File: src/rtl/des_pkg.sv
// Shared DES key-schedule constants: PC-1/PC-2 tables, per-round shifts, FSM states.
// Latency: n/a (constants and pure combinational helper functions only).
// Backpressure: n/a.
//
// Tables hold DES bit numbers (1 = MSB) exactly as printed in FIPS 46-3, so
// the helpers convert with vector[W - tableEntry].
package des_pkg;

  localparam int NUM_ROUNDS = 16;
  localparam int KEY_W      = 64;
  localparam int SUBKEY_W   = 48;
  localparam int HALF_W     = 28;
  localparam int CD_W       = 2 * HALF_W;

  localparam int PC1_TABLE [CD_W] = '{
    57, 49, 41, 33, 25, 17,  9,
     1, 58, 50, 42, 34, 26, 18,
    10,  2, 59, 51, 43, 35, 27,
    19, 11,  3, 60, 52, 44, 36,
    63, 55, 47, 39, 31, 23, 15,
     7, 62, 54, 46, 38, 30, 22,
    14,  6, 61, 53, 45, 37, 29,
    21, 13,  5, 28, 20, 12,  4
  };

  localparam int PC2_TABLE [SUBKEY_W] = '{
    14, 17, 11, 24,  1,  5,
     3, 28, 15,  6, 21, 10,
    23, 19, 12,  4, 26,  8,
    16,  7, 27, 20, 13,  2,
    41, 52, 31, 37, 47, 55,
    30, 40, 51, 45, 33, 48,
    44, 49, 39, 56, 34, 53,
    46, 42, 50, 36, 29, 32
  };

  // Left-rotation amount applied before PC-2 for encrypt emission index i.
  localparam logic [1:0] ENC_SHIFT [NUM_ROUNDS] = '{
    2'd1, 2'd1, 2'd2, 2'd2, 2'd2, 2'd2, 2'd2, 2'd2,
    2'd1, 2'd2, 2'd2, 2'd2, 2'd2, 2'd2, 2'd2, 2'd1
  };

  typedef enum logic [1:0] {
    IDLE = 2'd0,
    LOAD = 2'd1,
    EMIT = 2'd2,
    DONE = 2'd3
  } desState_t;

  // PC-1: drops the eight parity bits and returns {C0, D0}.
  function automatic logic [CD_W-1:0] pc1(input logic [KEY_W-1:0] keyIn);
    logic [CD_W-1:0] res;
    res = '0;
    for (int i = 0; i < CD_W; i++) begin
      res[CD_W-1-i] = keyIn[KEY_W-PC1_TABLE[i]];
    end
    return res;
  endfunction

  // Rotate one 28-bit half by 0, 1 or 2 places, left or right.
  function automatic logic [HALF_W-1:0] rotHalf(input logic [HALF_W-1:0] x,
                                                input logic [1:0]        amt,
                                                input logic              right);
    logic [HALF_W-1:0] res;
    case (amt)
      2'd1:    res = right ? {x[0], x[HALF_W-1:1]} : {x[HALF_W-2:0], x[HALF_W-1]};
      2'd2:    res = right ? {x[1:0], x[HALF_W-1:2]} : {x[HALF_W-3:0], x[HALF_W-1:HALF_W-2]};
      default: res = x;
    endcase
    return res;
  endfunction

endpackage

File: src/rtl/des_pc2_perm.sv
// PC-2 permutation: 56-bit {C,D} to 48-bit DES round key.
// Latency: purely combinational.
// Backpressure: none, no state.
//
// Ports: cd     - {C, D}, DES bit 1 at cd[55]
//        subkey - PC-2 output, DES bit 1 at subkey[47]
module des_pc2_perm
  import des_pkg::*;
(
  input  logic [CD_W-1:0]     cd,
  output logic [SUBKEY_W-1:0] subkey
);

  always_comb begin
    subkey = '0;
    for (int i = 0; i < SUBKEY_W; i++) begin
      subkey[SUBKEY_W-1-i] = cd[CD_W-PC2_TABLE[i]];
    end
  end

endmodule

File: src/rtl/des_key_schedule.sv
// Sequential DES subkey generator, one 48-bit round key per valid/ready transfer.
// Latency: start edge -> LOAD -> first key valid one edge later; then 1 key/cycle.
// Backpressure: subkey/round_idx/C/D hold while subkey_valid && !subkey_ready.
//
// Ports: clk, rst (sync, active high); key/decrypt/start request a schedule
//        when busy=0; subkey/subkey_valid/subkey_ready/round_idx form the
//        output stream; busy spans the whole schedule, done pulses at the end.
module des_key_schedule
  import des_pkg::*;
(
  input  logic                clk,
  input  logic                rst,
  input  logic [KEY_W-1:0]    key,
  input  logic                decrypt,
  input  logic                start,
  output logic [SUBKEY_W-1:0] subkey,
  output logic                subkey_valid,
  input  logic                subkey_ready,
  output logic [3:0]          round_idx,
  output logic                busy,
  output logic                done
);

  desState_t         state, nextState;
  logic [HALF_W-1:0] cReg, dReg;
  logic [HALF_W-1:0] cNext, dNext;
  logic              decReg;
  logic [3:0]        stepIdx;
  logic [3:0]        shiftSel;
  logic [1:0]        rotAmt;
  logic [SUBKEY_W-1:0] pc2Out;
  logic              xfer;

  assign xfer = (state == EMIT) && subkey_ready;

  // Rotation for the key about to be registered. Decrypt walks the encrypt
  // schedule backwards: emission n undoes encrypt shift (16-n), and index 0
  // needs no rotation because the encrypt shifts total a full 28 places.
  always_comb begin
    stepIdx  = (state == EMIT) ? round_idx + 4'd1 : 4'd0;
    shiftSel = decReg ? 4'd0 - stepIdx : stepIdx;
    rotAmt   = ENC_SHIFT[shiftSel];
    if (decReg && (stepIdx == 4'd0)) begin
      rotAmt = 2'd0;
    end
    cNext = rotHalf(cReg, rotAmt, decReg);
    dNext = rotHalf(dReg, rotAmt, decReg);
  end

  des_pc2_perm uPc2 (
    .cd     ({cNext, dNext}),
    .subkey (pc2Out)
  );

  always_ff @(posedge clk) begin
    if (rst) begin
      state <= IDLE;
    end else begin
      state <= nextState;
    end
  end

  always_comb begin
    nextState    = state;
    subkey_valid = 1'b0;
    busy         = 1'b1;
    done         = 1'b0;
    case (state)
      IDLE: begin
        busy = 1'b0;
        if (start) begin
          nextState = LOAD;
        end
      end
      LOAD: nextState = EMIT;
      EMIT: begin
        subkey_valid = 1'b1;
        if (xfer && (round_idx == 4'd15)) begin
          nextState = DONE;
        end
      end
      DONE: begin
        done      = 1'b1;
        nextState = IDLE;
      end
      default: nextState = IDLE;
    endcase
  end

  always_ff @(posedge clk) begin
    if (rst) begin
      cReg      <= '0;
      dReg      <= '0;
      decReg    <= 1'b0;
      subkey    <= '0;
      round_idx <= 4'd0;
    end else begin
      case (state)
        IDLE: begin
          if (start) begin
            {cReg, dReg} <= pc1(key);
            decReg       <= decrypt;
            round_idx    <= 4'd0;
          end
        end
        LOAD: begin
          cReg   <= cNext;
          dReg   <= dNext;
          subkey <= pc2Out;
        end
        EMIT: begin
          if (xfer && (round_idx != 4'd15)) begin
            cReg      <= cNext;
            dReg      <= dNext;
            subkey    <= pc2Out;
            round_idx <= round_idx + 4'd1;
          end
        end
        default: ;
      endcase
    end
  end

endmodule

File: config.mk
export PLATFORM = sky130hd
export DESIGN_NAME = des_key_schedule
export DESIGN_NICKNAME = d
export VERILOG_FILES = /design/src/rtl/des_pkg.sv /design/src/rtl/des_pc2_perm.sv /design/src/rtl/des_key_schedule.sv
export SDC_FILE = /design/constraint.sdc
export NUM_CORES = 1
export LEC_CHECK = 0
export ABC_AREA = 1
export CAP_MARGIN = 20
export CORE_ASPECT_RATIO = 2
export CORE_UTILIZATION = 50
export CTS_BUF_LIST = sky130_fd_sc_hd__clkbuf_4 sky130_fd_sc_hd__clkbuf_8
export DETAILED_ROUTE_END_ITERATION = 10
export DONT_BUFFER_PORTS = 1
export PLACE_DENSITY = 0.72
export SLEW_MARGIN = 40
export SYNTH_ARGS = -nofsm -noshare
export SYNTH_HDL_FRONTEND = slang
export SYNTH_SLANG_ARGS = --single-unit
File: constraint.sdc
create_clock -name clk -period 2.8 [get_ports clk]
set_input_delay 0.28 -clock clk [delete_from_list [all_inputs] [get_ports clk]]
set_output_delay 0.28 -clock clk [all_outputs]
set_load 0.1 [all_outputs]
==> run metrics <==
run status completed; initial DRC count 515; Netlist cell types 25; Pins Over Slew Limit 0; crit-path most repeated cell nand2_1; top cells by area, synth dfxtp_1, nand2_1, nand3_1; syn nets 1,292; CTS clk-pin slew, worst paths 0.10 ns; Ant. Diodes 0; startpoint types flop; Residual DRC 0; setup TNS 0 ns; CP max-delay cell or3_4; overall routing resource usage 26.6%; post-layout minimum cycle time 2.67 ns; Seq/Total Area, Yosys 31.3%; WHS 0.0794 ns; Filler Cell Count 1,454; vias per inst 5.43; I/O pin cnt 124; Setup CP Type flop to flop; crit-path max FO 8; TritonCTS clock tree built; CTS Buffer Depth 2; DIE WIDTH 86.2 um; die height 170 um; period utilisation layout 95.3%; Slew HR 59.8%; initial antenna violation count 0; via count 7,531; Max-cap violations 0; final hold vios 0; Mapped Area 0.00710 mm^2; DR WL/cell 14.3 um; gpl congestion 0.869; Critical Path RT 3.08 ns; Mapped Cells 1,216; Initial Util 51.1%; # setup viols final 0; Detailed Routing Iterations Pass 1 5; fin nets 1,270; antenna viol nets, final 0; Slowest Stage Delay on Critical Path 0.42 ns; CP cell instances inv_2 > ha_4 > inv_4 > nor2_4 > inv_2 > ha_4 > nand2_2 > o21ai_2 > nand2_1 > inv_1 > nand2_1 > nand2_1 > nand2_1 > nand2_2 > nand2_2 > ha_4 > or3_4 > nand3_4 > nand2_1 > nand2_1 > nor2_1; Clock Sinks 111; Mean Syn Cell Area 5.84 um^2; crit path DAT 2.95 ns; I/O Buffers 0; global-route wire length before repair 31,400 um; WP buf/inv 4; Worst Hold Class primary input to flop; global route overflow 0; largest net degree at the start of global routing 106; Area growth syn-to-layout 10.8%; Worst-Skew Late Latency 0.39 ns; core box area 0.0139 mm^2; Yosys top cell area share 31.3%; Fmax achieved 375 MHz; site row count 61; drt total wl 19,800 um; H-tree depth 3; die area 0.0147 mm^2; Worst Skew 0.0127 ns; post-synthesis sequential element count 111; area leader, netlist dfxtp_1; HPWL Detailed 13,300 um; CTS buffer count 9; vias in the first global route 6,789; Synth warnings 0; root buffer cell clkbuf_8; layout cells sized above 1 13.1%; Setup crit end kind flop; critical path's top delay family simple AND/OR/NAND/NOR gates; RSZ-0062 raised after global routing yes; actual slew at the worst max-slew pin 0.604 ns
==> layout by cell type (no fill, tap or decap) <==
cell type and instances:
dlygate4sd3_1 1, o21ai_0 53, a211oi_1 1, clkinvlp_4 1, nand4_1 2, nand2_1 365, dfxtp_1 71, inv_6 1
nor2_1 107, dfxtp_2 38, o21a_1 1, ha_4 5, buf_4 32, buf_12 7, dfxtp_4 2, inv_4 1
or3_4 1, nor2_4 3, buf_6 3, clkinv_2 2, nand2_2 10, clkbuf_16 1, nand3_2 1, bufinv_16 1
o21ai_2 1, nand3_4 3, a21oi_1 93, inv_1 119, buf_8 2, clkbuf_8 10, nor2_2 13, nor3_1 1
a21oi_4 1, inv_2 6, nand3_1 225, ha_1 2, a21oi_2 10, nand2_4 2
==> flip-flops by register name, summed over array words and instances (netlist names) <==
| signal | count |
|---|---|
| dReg | 28 |
| subkey | 48 |
| round_idx | 4 |
| cReg | 28 |
| state | 2 |
| decReg | 1 |
==> worst reg2reg max path, cell delays in order, from the launching register on <==
cell and delay [ns]:
dfxtp_2 0.34, inv_2 0.06, ha_4 0.15, inv_4 0.04, nor2_4 0.13, inv_2 0.06, ha_4 0.26, nand2_2 0.05
o21ai_2 0.07, nand2_1 0.09, inv_1 0.06, nand2_1 0.05, nand2_1 0.05, nand2_1 0.06, nand2_2 0.08, nand2_2 0.07
ha_4 0.18, or3_4 0.43, nand3_4 0.18, nand2_1 0.07, nand2_1 0.06, nor2_1 0.04
==> layout make-up <==
type | count | area [um^2] | area share (%)
Timing Repair Buffer | 46 | 479 | 6.10
Clock buffer | 10 | 138 | 1.75
Sequential cell | 111 | 2280 | 29.0
Tap cell | 189 | 236 | 3.01
Multi-Input combinational cell | 900 | 4200 | 53.4
Clock inverter | 5 | 56.3 | 0.716
Inverter | 126 | 475 | 6.05
==> timing repair <==
action	CTS	global route
hold endpoints to repair	4	0
pin swaps	0	9
buffers inserted	0	4
hold buffers	1	0
setup endpoints to repair	4	104
gates resized for setup	2	25
gates cloned	0	2
==> path summary, 6_finish.rpt <==
kind,slack [ns],to,cells past startpoint,startpoint
worst max-delay path,0.13,dReg[21]$_SDFFE_PP0P_,21,state[0]$_SDFFE_PP0P_
worst min-delay path,0.08,decReg$_SDFFE_PP0P_,2,start
worst max register to register,0.13,dReg[21]$_SDFFE_PP0P_,21,state[0]$_SDFFE_PP0P_
worst min register to register,0.55,subkey[16]$_SDFFE_PP0P_,2,subkey[16]$_SDFFE_PP0P_
==> Yosys cell counts (all sizes together) <==
master  number
ha           7
or3          1
nor2       123
inv        125
o21ai       54
o21a         1
a211oi       1
clkinv       1
buf         34
a21oi      104
dfxtp      111
nor3         1
nand4        2
clkbuf      46
nand3      228
nand2      377
==> through the flow <==
step	utilization [%]	std cells	instance area, um^2	setup slack [ns]
3_3_place_gp	53.5	1365	7440	0.0910
2_1_floorplan	-	1216	7210	0.0211
6_report	56.6	1387	7860	0.130
3_5_place_dp	53.8	1365	7480	0.0167
4_1_cts	55.4	1381	7690	0.0176
5_1_grt	56.6	1387	7860	-0.0284
==> logic make-up after synthesis <==
| kind of cell | after synthesis | synth area share, % |
|---|---|---|
| buf+inv | 206 | 11.8 |
| fa+ha+maj | 7 | 1.23 |
| compound gates | 160 | 12.0 |
| simple gates | 732 | 43.6 |
| flops | 111 | 31.3 |
==> per-layer routing <==
metal / GRT usage [%] / part of all wire [%] / vias up
li1: - / - / 3825
met1: 29.0 / 39 / 3439
met2: 50.6 / 54 / 222
met3: 2.96 / 3.7 / 45
met4: 11.1 / 2.9 / 0
met5: 0 / 0 / -
Power is left out: the tool's default activity adds up to more than one toggle a clock period on the data nets, which glitch-free logic cannot reach.
